File: src/rtl/seq_serializer.sv
// -----------------------------------------------------------------------------
// seq_serializer
//
// Parallel-to-serial frame transmitter. A word accepted over a valid/ready
// handshake is sent as: start bit (0), data MSB first, optional even parity,
// stop bit (1). Each bit is held for DIV clock cycles.
//
// Optional feature macro: SER_PARITY_EN
//   defined   -> a PARITY bit period (XOR of the latched word) is inserted
//                between the last data bit and the stop bit.
//   undefined -> DATA goes straight to STOP; no parity state or logic exists.
//
// Parameters:
//   DATA_W  data word width in bits (2..16)
//   DIV     clock cycles per serial bit (1..255)
//
// Ports:
//   clk         system clock, rising edge
//   rst_n       asynchronous active-low reset
//   din         parallel word, sampled only on the accept edge
//   din_valid   din holds a valid word
//   din_ready   block accepts a word this cycle (IDLE, after reset release)
//   sout        serial data out, idles high
//   bit_stb     strobe in the last cycle of every bit period
//   busy        frame in progress
//   frame_done  pulse in the last cycle of the stop bit
// -----------------------------------------------------------------------------
module seq_serializer #(
    parameter int DATA_W = 8,
    parameter int DIV    = 1
) (
    input  logic              clk,
    input  logic              rst_n,
    input  logic [DATA_W-1:0] din,
    input  logic              din_valid,
    output logic              din_ready,
    output logic              sout,
    output logic              bit_stb,
    output logic              busy,
    output logic              frame_done
);

    // Divider counter is at least one bit wide so DIV=1 still has a legal vector.
    localparam int DIV_W = (DIV > 1) ? $clog2(DIV) : 1;
    localparam int BIT_W = $clog2(DATA_W);

    localparam logic [DIV_W-1:0] DIV_LAST = DIV_W'(DIV - 1);
    localparam logic [BIT_W-1:0] BIT_LAST = BIT_W'(DATA_W - 1);

`ifdef SER_PARITY_EN
    typedef enum logic [2:0] {
        S_IDLE,
        S_START,
        S_DATA,
        S_PARITY,
        S_STOP
    } state_t;
`else
    typedef enum logic [2:0] {
        S_IDLE,
        S_START,
        S_DATA,
        S_STOP
    } state_t;
`endif

    state_t            r_state;
    state_t            w_state_nxt;

    logic [DATA_W-1:0] r_shift;
    logic [DIV_W-1:0]  r_div_cnt;
    logic [BIT_W-1:0]  r_bit_cnt;
    logic              r_rdy_en;    // holds din_ready low until the first edge after reset
`ifdef SER_PARITY_EN
    logic              r_parity;
`endif

    logic              w_div_last;
    logic              w_accept;

    assign w_div_last = (r_div_cnt == DIV_LAST);
    assign w_accept   = (r_state == S_IDLE) && r_rdy_en && din_valid;

    // -------------------------------------------------------------------------
    // State register
    // -------------------------------------------------------------------------
    // NOTE: sequential state uses non-blocking (<=) so every flop samples the
    // pre-edge values; blocking here would create order-dependent races.
    always_ff @(posedge clk or negedge rst_n) begin
        if (!rst_n) begin
            r_state <= S_IDLE;
        end else begin
            r_state <= w_state_nxt;
        end
    end

    // -------------------------------------------------------------------------
    // Next state and outputs. Outputs decode only registered state, so there
    // is no combinational path from din/din_valid to any output.
    // -------------------------------------------------------------------------
    always_comb begin
        // NOTE: every output gets a default before the case so no path leaves
        // a signal unassigned, which would infer a latch.
        w_state_nxt = r_state;
        din_ready   = 1'b0;
        sout        = 1'b1;
        busy        = 1'b1;
        bit_stb     = 1'b0;
        frame_done  = 1'b0;

        case (r_state)
            S_IDLE: begin
                busy      = 1'b0;
                din_ready = r_rdy_en;
                if (w_accept) begin
                    w_state_nxt = S_START;
                end
            end

            S_START: begin
                sout    = 1'b0;
                bit_stb = w_div_last;
                if (w_div_last) begin
                    w_state_nxt = S_DATA;
                end
            end

            S_DATA: begin
                sout    = r_shift[DATA_W-1];
                bit_stb = w_div_last;
                if (w_div_last && (r_bit_cnt == BIT_LAST)) begin
`ifdef SER_PARITY_EN
                    w_state_nxt = S_PARITY;
`else
                    w_state_nxt = S_STOP;
`endif
                end
            end

`ifdef SER_PARITY_EN
            S_PARITY: begin
                sout    = r_parity;
                bit_stb = w_div_last;
                if (w_div_last) begin
                    w_state_nxt = S_STOP;
                end
            end
`endif

            S_STOP: begin
                sout       = 1'b1;
                bit_stb    = w_div_last;
                frame_done = w_div_last;
                if (w_div_last) begin
                    w_state_nxt = S_IDLE;
                end
            end

            default: begin
                busy        = 1'b0;
                w_state_nxt = S_IDLE;
            end
        endcase
    end

    // -------------------------------------------------------------------------
    // Datapath: shift register, divider, bit counter, ready enable.
    // -------------------------------------------------------------------------
    // NOTE: the shift register is reset even though its contents are only used
    // after an accept; it is a handful of flops, and a known value keeps
    // post-reset behaviour deterministic.
    always_ff @(posedge clk or negedge rst_n) begin
        if (!rst_n) begin
            r_shift   <= '0;
            r_div_cnt <= '0;
            r_bit_cnt <= '0;
            r_rdy_en  <= 1'b0;
`ifdef SER_PARITY_EN
            r_parity  <= 1'b0;
`endif
        end else begin
            r_rdy_en <= 1'b1;

            if (w_accept) begin
                r_shift <= din;
`ifdef SER_PARITY_EN
                r_parity <= ^din;
`endif
            end else if ((r_state == S_DATA) && w_div_last) begin
                r_shift <= {r_shift[DATA_W-2:0], 1'b0};
            end

            // Non-IDLE states only change on a divider wrap, so clearing on
            // the wrap also clears the counter on every state transition.
            if ((r_state == S_IDLE) || w_div_last) begin
                r_div_cnt <= '0;
            end else begin
                r_div_cnt <= r_div_cnt + DIV_W'(1);
            end

            if (r_state != S_DATA) begin
                r_bit_cnt <= '0;
            end else if (w_div_last) begin
                r_bit_cnt <= (r_bit_cnt == BIT_LAST) ? '0 : r_bit_cnt + BIT_W'(1);
            end
        end
    end

endmodule

File: config.mk
export PLATFORM = sky130hd
export DESIGN_NAME = seq_serializer
export DESIGN_NICKNAME = d
export VERILOG_FILES = /design/src/rtl/seq_serializer.sv
export SDC_FILE = /design/constraint.sdc
export NUM_CORES = 1
export LEC_CHECK = 0
export CORE_MARGIN = 3
export CORE_UTILIZATION = 44
export CTS_BUF_LIST = sky130_fd_sc_hd__clkbuf_2
export CTS_CLUSTER_SIZE = 16
export DETAILED_ROUTE_END_ITERATION = 6
export GPL_ROUTABILITY_DRIVEN = 0
export GPL_TIMING_DRIVEN = 0
export PLACE_DENSITY_LB_ADDON = 0.08
export SLEW_MARGIN = 30
export SYNTH_ARGS = -nofsm -noshare
export SYNTH_HDL_FRONTEND = slang
export SYNTH_SLANG_ARGS = --single-unit
export TNS_END_PERCENT = 10
File: constraint.sdc
create_clock -name clk -period 2.3 [get_ports clk]
set_clock_uncertainty 0.15 [all_clocks]
set_input_delay 0.345 -clock clk [delete_from_list [all_inputs] [get_ports clk]]
set_output_delay 0.345 -clock clk [all_outputs]
set_load 0.02 [all_outputs]
==> reports/results.ini <==
[synth]
ys_seq_elements=15
yosysSeqAreaShare_pct=46.2
synth.avg_cell_area_um2=10.7
yosys.area.top_type=dfrtp_1
syn-cell-area_um2=812
netlist.area_leader.share_pct=46.2
syn-instance-count=76
ys_types=24
ys_warn_count=0
synth_fp_nets=93
synth.area.top_cells=dfrtp_1, mux2i_1, ha_1

[critical_path]
critPathLaunchType=register
critPathArrivalTime_ns=1.62
reg2reg_depth=5
worstReg2RegEnd=r_state[1]$_DFFE_PN0P_
crit_type=reg -> out
worstPathRequired_ns=1.80
r2r_slack_ns=0.60
endpoint_kind=output port
crit_fanout=5
r2r_start=r_state[0]$_DFFE_PN0P_

[sta]
setup_tns_ns=0
slew_headroom_pct=54.8
rsz0062_at_grt=false
finalSetupViolations=0
tightest_slew_ns=0.676
period_share_pct=91.9
fin_crit_ns=2.11
fmax_mhz=473
drv_slew=0
hold_viol=0

[job]
max_cap_violations=0

[drt]
viasPerCell=4.67
drtPass1Iterations=4
drcViolationCount=0
vias=556
ant_nets=0
wl_um=1390
drt_iter0_drc=4
wl_per_cell_um=11.7

[worst_hold_path]
hold_class=in -> async

[clocking]
clock_path_buffers=2
cts_buffers=3
cts_tree=done
insertion_delay_ns=0.29
root_buffer=clkbuf_2
cts_setup_buffers=0
clock_sinks=15
clk_pin_slew_ns=0.17
postCtsHoldBufs=0
htreeDepth=1
post_cts_resized=4

[global_route]
grt_pass1_wl_um=2350
grt_max_degree=16
grt_pass1_vias=527
gr-total-overflow=0
grtUsageTotal_pct=12.5
antenna_found_initial=0

[power]
p_total_w=0.00106
power_density_mw_per_mm2=1040
peakVddDrop_uv=582
p_leak_nw=0.519

[floorplanning]
core.rowCount=14
fp.coreArea_mm2=0.00161
dieHeight_um=49.0
dieArea_mm2=0.00240
die_w_um=49.0
io_pins=16
initial_utilization_pct=50.4

[cells_and_area]
diodes=0
drive_gt1_share_pct=12.6
area_delta_synth_final_pct=25.6
final_cell_mix=dfrtp_1, nand2_1, clkdlybuf4s50_1
final_nets=113
final_common_cell=dfrtp_1

[outcome]
status=completed

[placement]
dp_hpwl_um=994
portBuffers=15

==> final cells by class <==
cell class / instances / area (um2)
fill: 148 / 592
buffer: 4 / 48.8
clock buffer: 3 / 15.0
sequential: 15 / 375
clock inverter: 1 / 5.00
timing repair buffer: 15 / 153
multi-input combinational: 54 / 382
tap: 24 / 30.0
inverter: 3 / 11.3
==> critical path, cell delays in order (launching register included) <==
cell             delay (ns)
dfrtp_1                0.45
ha_1                   0.16
nor2b_1                0.11
clkdlybuf4s50_1        0.61
==> Yosys cell counts <==
cell / instances
a22oi_1: 1
nand2_1: 11
buf_8: 1
and3_1: 1
nor3b_1: 1
mux2i_1: 8
dfrtp_1: 15
a21o_1: 1
o21ai_0: 1
a22oi_2: 1
conb_1: 2
ha_1: 6
a21oi_1: 2
o21ai_1: 7
nor2_1: 1
o22a_1: 1
and2_1: 1
nor2b_1: 4
nand2b_1: 2
mux2_1: 1
inv_1: 3
nor3_1: 1
buf_6: 3
o21ai_2: 1
==> sequential cells by signal, summed over array words and instances (netlist names) <==
signal and flops:
r_bit_cnt 3, r_rdy_en 1, r_div_cnt 1, r_shift 8, r_state 2
==> power by group <==
group	total, W	internal, W	switching (W)
sequential	0.000418	0.000357	0.0000616
combinational	0.000513	0.000261	0.000252
clock	0.000132	0.0000394	0.0000930
total	0.00106	0.000657	0.000406
==> cell families after synthesis <==
family | synth area share, %
AOI/OAI and AO/OA | 11.7
adders and majority gates | 9.24
buffers and inverters | 7.40
DFF | 46.2
muxes | 11.2
other | 0.925
and+or+nand+nor | 13.3
==> worst max path at each step <==
stage                           start         end  depth (start not counted)
2_1_floorplan  r_state[0]$_DFFE_PN0P_        sout                          3
3_3_place_gp   r_state[0]$_DFFE_PN0P_        sout                          5
3_5_place_dp   r_state[0]$_DFFE_PN0P_        sout                          5
4_1_cts        r_state[0]$_DFFE_PN0P_     bit_stb                          4
5_1_grt        r_state[0]$_DFFE_PN0P_        sout                          5
6_report       r_state[0]$_DFFE_PN0P_  frame_done                          3
==> metrics by stage <==
stage                     worst slack [ns]  area (um2)  util (%)  instances  hold slack [ns]
final                                0.187        1020      63.3        119            0.287
after global routing                0.0510        1020      63.3        119            0.319
after CTS                           0.0117        1010      63.0        119            0.304
after detailed placement             0.231         992      61.6        115            0.380
after global placement               0.234         992      61.6        115            0.365
after floorplan                      0.603         812         -         76           -0.101
==> per-layer routing <==
layer  vias up  wire (um)  track usage, %
li1        289          -               -
met2         9        672            19.9
met3         2         51            3.06
met5         -          0               0
met4         0         14            4.27
met1       256        652            16.4
No activity file was read; power rests on OpenSTA's default activity.
